File: src/rtl/mem_responder.sv
// Single-port 16-bit word memory slave with a programmable number of wait states per access.
// It accepts one request at a time and holds the response until the core consumes it.
//
// Handshake: a request is accepted on a rising edge where req_valid && req_ready.
// A response is consumed on a rising edge where rsp_valid && rsp_ready.
// Each side holds its payload stable until that edge.
module mem_responder #(
  parameter int AW = 8
) (
  input  logic        clk,
  input  logic        rst,
  input  logic        req_valid,
  input  logic        req_we,
  input  logic [15:0] req_addr,
  input  logic [15:0] req_wdata,
  output logic        req_ready,
  input  logic [2:0]  wait_cfg,
  output logic        rsp_valid,
  input  logic        rsp_ready,
  output logic [15:0] rsp_rdata,
  output logic        rsp_err,
  output logic [1:0]  dbg_state
);

  typedef enum logic [1:0] {
    IDLE = 2'd0,
    BUSY = 2'd1,
    RESP = 2'd2
  } state_t;

  state_t         state, state_nx;
  logic [2:0]     cnt;
  logic [15:0]    lat_addr;
  logic [15:0]    lat_wdata;
  logic           lat_we;
  logic [15:0]    mem [0:(1<<AW)-1];

  logic [15:0]    cur_addr;
  logic [15:0]    cur_wdata;
  logic           cur_we;
  logic           cur_err;
  logic [AW-1:0]  cur_idx;
  logic           accept;
  logic           enter_resp;

  // With zero wait states the accept edge is also the RESP-entry edge.
  // The live request fields therefore feed the datapath while in IDLE.
  assign cur_addr  = (state == IDLE) ? req_addr  : lat_addr;
  assign cur_wdata = (state == IDLE) ? req_wdata : lat_wdata;
  assign cur_we    = (state == IDLE) ? req_we    : lat_we;
  assign cur_idx   = cur_addr[AW:1];
  assign cur_err   = cur_addr[0] | (|(cur_addr >> (AW + 1)));

  assign accept     = (state == IDLE) && req_valid;
  assign enter_resp = (state_nx == RESP) && (state != RESP);

  assign req_ready  = (state == IDLE);
  assign rsp_valid  = (state == RESP);
  assign dbg_state  = state;

  always_comb begin
    state_nx = state;
    case (state)
      IDLE:    if (req_valid) state_nx = (wait_cfg == 3'd0) ? RESP : BUSY;
      BUSY:    if (cnt == 3'd1) state_nx = RESP;
      RESP:    if (rsp_ready) state_nx = IDLE;
      default: state_nx = IDLE;
    endcase
  end

  always_ff @(posedge clk or posedge rst) begin
    if (rst) begin
      state     <= IDLE;
      cnt       <= 3'd0;
      lat_addr  <= 16'd0;
      lat_wdata <= 16'd0;
      lat_we    <= 1'b0;
      rsp_rdata <= 16'd0;
      rsp_err   <= 1'b0;
    end else begin
      state <= state_nx;
      if (accept) begin
        cnt       <= wait_cfg;
        lat_addr  <= req_addr;
        lat_wdata <= req_wdata;
        lat_we    <= req_we;
      end else if (state == BUSY) begin
        cnt <= cnt - 3'd1;
      end
      if (enter_resp) begin
        rsp_err   <= cur_err;
        rsp_rdata <= (cur_we || cur_err) ? 16'd0 : mem[cur_idx];
      end
    end
  end

  // Storage is not reset. The rst gate keeps a write that is in flight
  // during reset from ever being committed.
  always_ff @(posedge clk) begin
    if (!rst && enter_resp && cur_we && !cur_err)
      mem[cur_idx] <= cur_wdata;
  end

endmodule

File: config.mk
export PLATFORM = sky130hd
export DESIGN_NAME = mem_responder
export DESIGN_NICKNAME = d
export VERILOG_FILES = /design/src/rtl/mem_responder.sv
export SDC_FILE = /design/constraint.sdc
export NUM_CORES = 2
export LEC_CHECK = 0
export CORE_MARGIN = 1
export CORE_UTILIZATION = 30
export CTS_CLUSTER_SIZE = 28
export DETAILED_ROUTE_END_ITERATION = 8
export GPL_TIMING_DRIVEN = 1
export PLACE_DENSITY_LB_ADDON = 0.2
export SLEW_MARGIN = 20
export SYNTH_ARGS = -nofsm -noshare
export SYNTH_HDL_FRONTEND = slang
export SYNTH_SLANG_ARGS = --single-unit
File: constraint.sdc
create_clock -name clk -period 6.48 [get_ports clk]
set_input_delay 0.648 -clock clk [delete_from_list [all_inputs] [get_ports clk]]
set_output_delay 0.648 -clock clk [all_outputs]
set_load 0.005 [all_outputs]
Yosys cells after proc, flatten, opt, wreduce, memory -nomap -nowiden
Memories as Yosys holds them, arrays and structs flattened.
Cells that the tools add are included.
{"block": "totals", "register_bits": 55, "latch_bits": 0, "ram_bits": 4096, "rom_bits": 0, "input_bits": 40, "n_memories": 1}
{"block": "classes", "n_addsub": 1, "mul": 0, "div_mod_pow": 0, "n_lt_le_gt_ge": 0, "n_eq_ne": 5, "n_shift": 0, "muxes": 13, "n_bitwise": 1, "n_reduce_logical": 12}
{"name": "mem", "depth": 256, "word_bits": 16, "read_ports": 1, "rd_clocked_by_memory_dff": 0, "wr": 1, "line": "36", "text": "logic [15:0] mem [0:(1<<AW)-1];"}
{"op": "$mux 16", "count": 3}
{"op": "$mux 2", "count": 4}
{"op": "$reduce_or 7->1", "count": 1}
{"op": "$mux 3", "count": 2}
{"op": "$pmux 2 s3", "count": 1}
{"op": "$logic_and 1x1->1", "count": 5}
{"op": "$eq 2x2->1 const B", "count": 2}
{"op": "$eq 3x1->1 const B", "count": 1}
{"op": "$logic_not 3->1", "count": 1}
{"op": "$mux 1", "count": 3}
{"op": "$sub 3x1->3 const B", "count": 1}
{"op": "$eq 2x1->1 const B", "count": 1}
{"op": "$logic_not 1->1", "count": 2}
{"op": "$logic_not 2->1", "count": 1}
{"op": "$ne 2x2->1 const B", "count": 1}
{"op": "$reduce_bool 2->1", "count": 1}
{"op": "$logic_or 1x1->1", "count": 1}
{"op": "$or 1x1->1", "count": 1}

Logic depth before layout (Yosys ltp)
{"block": "depth", "word_depth": 11, "mapped_depth": 15}

Worst setup path before layout
OpenSTA, ideal clock, no wires.
{"block": "synth_timing", "kind": "reg-to-reg", "startpoint": "register state[1] (netlist: dbg_state[1])", "endpoint": "memory mem[0][10], data pin", "arrival_time_ns": 4.881, "t_required_ns": 5.658, "slack_ns": 0.777, "stages_incl_launch_ff": 10, "n_path_buf": 5, "synth_period_minus_slack_ns": 5.703, "cell_sequence": "dfrtp_1 > or2_1 > buf_6 > inv_6 > buf_6 > buf_2 > buf_1 > clkbuf_1 > nand2_1 > nand2_1"}
{"block": "synth_between", "elab_chain_cells": 2}
{"item": "start: declaration", "line": "31", "text": "state_t state, state_nx;"}
{"item": "start signal: assignment", "line": "81", "text": "state <= state_nx;"}
{"item": "$logic_not 2->1"}
{"item": "named net req_ready", "line": "16", "text": "output logic req_ready,"}
{"item": "$mux 16", "line": "49", "text": "assign cur_wdata = (state == IDLE) ? req_wdata : lat_wdata;"}
{"item": "named net cur_wdata[10]", "line": "39", "text": "logic [15:0] cur_wdata;"}
{"item": "end: declaration", "line": "36"}
The timed path passes the listed nets, and every way through them passes these cells.

Worst setup path after layout
{"block": "layout_timing", "startpoint": "register state[1] (netlist: dbg_state[1])", "endpoint": "register rsp_rdata[4]"}
{"block": "layout_between", "elab_chain_cells": 6, "word_cells_on_any_way": 17, "classes_between": "4 x eq/ne; 7 x mux; 1 x bitwise; 4 x reduce/logical; 1 x memory"}
{"item": "branches (longest 6 deep; another with $mem_v2 256x16)"}
{"item": "end signal: assignment", "line": "92", "text": "rsp_rdata <= (cur_we || cur_err) ? 16'd0 : mem[cur_idx];"}
{"item": "end: declaration", "line": "20", "text": "output logic [15:0] rsp_rdata,"}
Parallel ways; which one is timed is not known.
A chain may end at the register's enable or synchronous reset.

==> metrics.yaml <==
run_status:
  result_of_the_run: "finished clean"
layout:
  final_layout_size_suffix_gt1_share_pct: 15.2
  layout_commonest_cell: "edfxtp_1"
  most_used_cells_in_the_layout_excluding_fill_and_tap_cells: "4096 x edfxtp_1, 1940 x o22ai_1, 900 x o21ai_0, 522 x buf_4, 441 x clkbuf_16"
  layout.core_utilization_pct: 35.4
  syn_to_final_growth_pct: 17.5
  nets: 9265
synth:
  yosys_most_used_dff: "edfxtp_1"
  syn-instance-count: 8741
  synth_cell_types: 45
  synth_enable_flop_cells: 4096
  seq_area_frac_synth_pct: 82.4
  synthesized_netlist_net_count: 8783
  syn-cell-area_um2: 151000
  synth_seq_cells: 4151
  syn_area_per_cell_um2: 17.3
  synth.top_cell.area_share_pct: 81.5
  post-synth-top-area-cell: "edfxtp_1"
  async_flop_share_pct: 1.32
  synth.area.top_cells: "edfxtp_1 81%, o22ai_1 8.0%, o21ai_0 3.0%"
  ys_warn_count: 0
clock_network:
  cts_max_level: 5
  cts-root-to-sink-buffers: 4
  cts_tree: "done"
  cts_resized: 0
  cts.hold.buffers_added: 1
  cts_buffers: 439
  cts-root-buf: "clkbuf_16"
  cts.repair_timing.setup_buffer_count: 0
  worst_skew_pair.late_latency_ns: 1.00
  clk_pin_slew_worst_paths_ns: 0.06
  clkSinkCount: 4151
routing:
  drc: 0
  route.detailed.wl_per_inst_um: 31.8
  total_wirelength_of_the_detailed_routed_design_um: 517000
  firstDrtPassIters: 6
  drt_iter0_drc: 10700
  detailroute.via_count: 90000
  ant_nets: 0
  routed_via_density: 5.53
die:
  die-height_um: 711
  floorplan.die_area_um2: 506000
  starting_density_of_the_core_pct: 30.1
  core_area_um2: 501000
  ioPinCount: 61
  die_w_um: 711
  num_rows: 260
pwr:
  cellPowerDensity_nw_per_um2: 504
  power.static_leakage_uw: 0.0529
  irDropWorstVdd_v: 0.000549
global_routing:
  grt_start_max_net_pins: 176
  grt_antenna_before_repair: 23
  residual_overflow_from_global_routing: 0
  grt_pass1_vias: 88400
  wire_length_of_the_first_global_routing_pass_um: 714000
  gr-usage-all-layers_pct: 19.7
setup_path:
  slowest_delay_ns: 1.12
  timing.critical_path.to_type: "register"
  reg2reg_setup_slack_ns: 0.61
  worstPathMaxFanout: 54
  cp_cell_sequence: "or2_2 > inv_6 > o21a_4 > buf_12 > buf_12 > buf_4 > buf_4 > o22ai_1 > o21ai_0 > a41oi_1 > nor4_1 > buf_4 > o22ai_1 > o41ai_2"
  critPathArrivalTime_ns: 6.77
  required_ns: 7.38
  slowest_stage: "nor4_1"
  crit_path_frequent_cell: "buf_4"
  timing.critical_path.from_type: "register"
  rr_endpoint: "rsp_rdata[4]$_DFFE_PP0P_"
  worstRegToRegCells: 14
  r2r-start: "dbg_state[1]$_DFF_PP0_"
  worst_setup_ep: "rsp_rdata[4]$_DFFE_PP0P_"
  worstSetupStartpoint: "dbg_state[1]$_DFF_PP0_"
  critPathKind: "reg2reg"
timing:
  finalMaxSlewViolations: 0
  min_period_over_period_pct: 90.6
  final-hold-violation-count: 0
  timing.setup.tns_ns: 0
  finalSetupViolCount: 0
  rsz_0062_raised_after_global_routing: "false"
  min_period_ns: 5.87
  timing_worst_slew_pin_value_ns: 1.25
  slew_headroom_pct: 15.9
  clock_skew_ns: 0.0426
  fmaxAchievable_mhz: 170
placed_design:
  numPortBuffers: 60
  gp_congestion: 0.818
  half_perimeter_wire_length_of_the_detailed_placement_result_um: 300000
job:
  cap_violations: 0
hold_path:
  min-delay-path-class: "in2reg"
## worst max-delay path, delay by kind of cell (launching register included)
family / cells / cell delay (ns)
flops: 1 / 0.55
compound gates: 6 / 1.67
simple gates: 2 / 1.54
buf+inv: 6 / 1.93
## final cells by class
| type | count | area (um^2) |
|---|---|---|
| tap | 6681 | 8360 |
| fill | 46900 | 324000 |
| inverter | 12 | 51.3 |
| multi-input combinational | 3947 | 24300 |
| sequential | 4151 | 124000 |
| antenna | 11 | 27.5 |
| timing repair buffer | 672 | 6310 |
| clock buffer | 559 | 11600 |
| clock inverter | 246 | 2330 |
## where the power goes
part	switching [uW]	internal (uW)	total, uW
clock network	10500	14000	24500
registers	146	35400	35500
logic	22600	6740	29400
total	33300	56200	89400
## flip-flops by register name (all words and copies together), names as in the netlist
register and count:
cnt 3, dbg_state 2, lat_addr 16, lat_wdata 16
lat_we 1, mem 4096, rsp_err 1, rsp_rdata 16
## metrics by stage
stage / hold WS, ns / area, um^2 / instances / power [uW] / setup WS (ns)
CTS: 0.236 / 177000 / 16300 / 89800 / 0.662
global route: 0.298 / 177000 / 16300 / 92200 / 0.512
finish: 0.308 / 177000 / 16300 / 89400 / 0.612
global placement: 0.471 / 163000 / 15500 / 64900 / 0.356
floorplan: 0.460 / 151000 / 8741 / 51500 / 0.777
detailed placement: 0.490 / 163000 / 15500 / 65400 / 0.660
## worst min-delay path by stage
stage	startpoint	to	slack, ns	depth (start not counted)
after floorplan	cnt[1]$_DFFE_PP0P_	cnt[1]$_DFFE_PP0P_	0.46	1
after global placement	cnt[1]$_DFFE_PP0P_	cnt[1]$_DFFE_PP0P_	0.47	1
after detailed placement	cnt[1]$_DFFE_PP0P_	cnt[1]$_DFFE_PP0P_	0.49	1
after CTS	req_we	lat_we$_DFFE_PP0P_	0.24	2
after global routing	req_wdata[0]	lat_wdata[0]$_DFFE_PP0P_	0.30	2
final	req_wdata[0]	lat_wdata[0]$_DFFE_PP0P_	0.31	2
## layer usage
metal | global-route usage, % | up-vias | routed length [um]
met2 | 31.7 | 3608 | 242000
met5 | 0 | - | 135
met4 | 5.87 | 12 | 16600
met1 | 27.5 | 47900 | 221000
met3 | 3.06 | 735 | 37800
li1 | - | 37700 | -
## cell families after synthesis
logic type | share of synthesized area (%)
adders and majority gates | 0.0166
DFF | 82.4
and+or+nand+nor | 1.40
AOI/OAI and AO/OA | 13.9
muxes | 0.223
buffers and inverters | 2.07
## synth_stat cells (5+ instances only)
| master | instances |
|---|---|
| o41ai_2 | 5 |
| buf_4 | 46 |
| buf_2 | 295 |
| or4_1 | 6 |
| o31ai_1 | 7 |
| nor4_1 | 53 |
| mux2_2 | 29 |
| nor2_1 | 267 |
| nand2_1 | 105 |
| a41oi_1 | 244 |
| edfxtp_1 | 4096 |
| buf_6 | 18 |
| nand2b_1 | 8 |
| o21a_1 | 12 |
| o22ai_1 | 1940 |
| dfrtp_1 | 55 |
| clkbuf_1 | 228 |
| nand3_1 | 27 |
| a21oi_1 | 70 |
| o41ai_1 | 18 |
| nor3_1 | 6 |
| o21ai_0 | 904 |
| buf_1 | 41 |
| o21ai_1 | 83 |
| a22oi_1 | 129 |
| inv_1 | 11 |
Power figures use the tool's default switching activity.
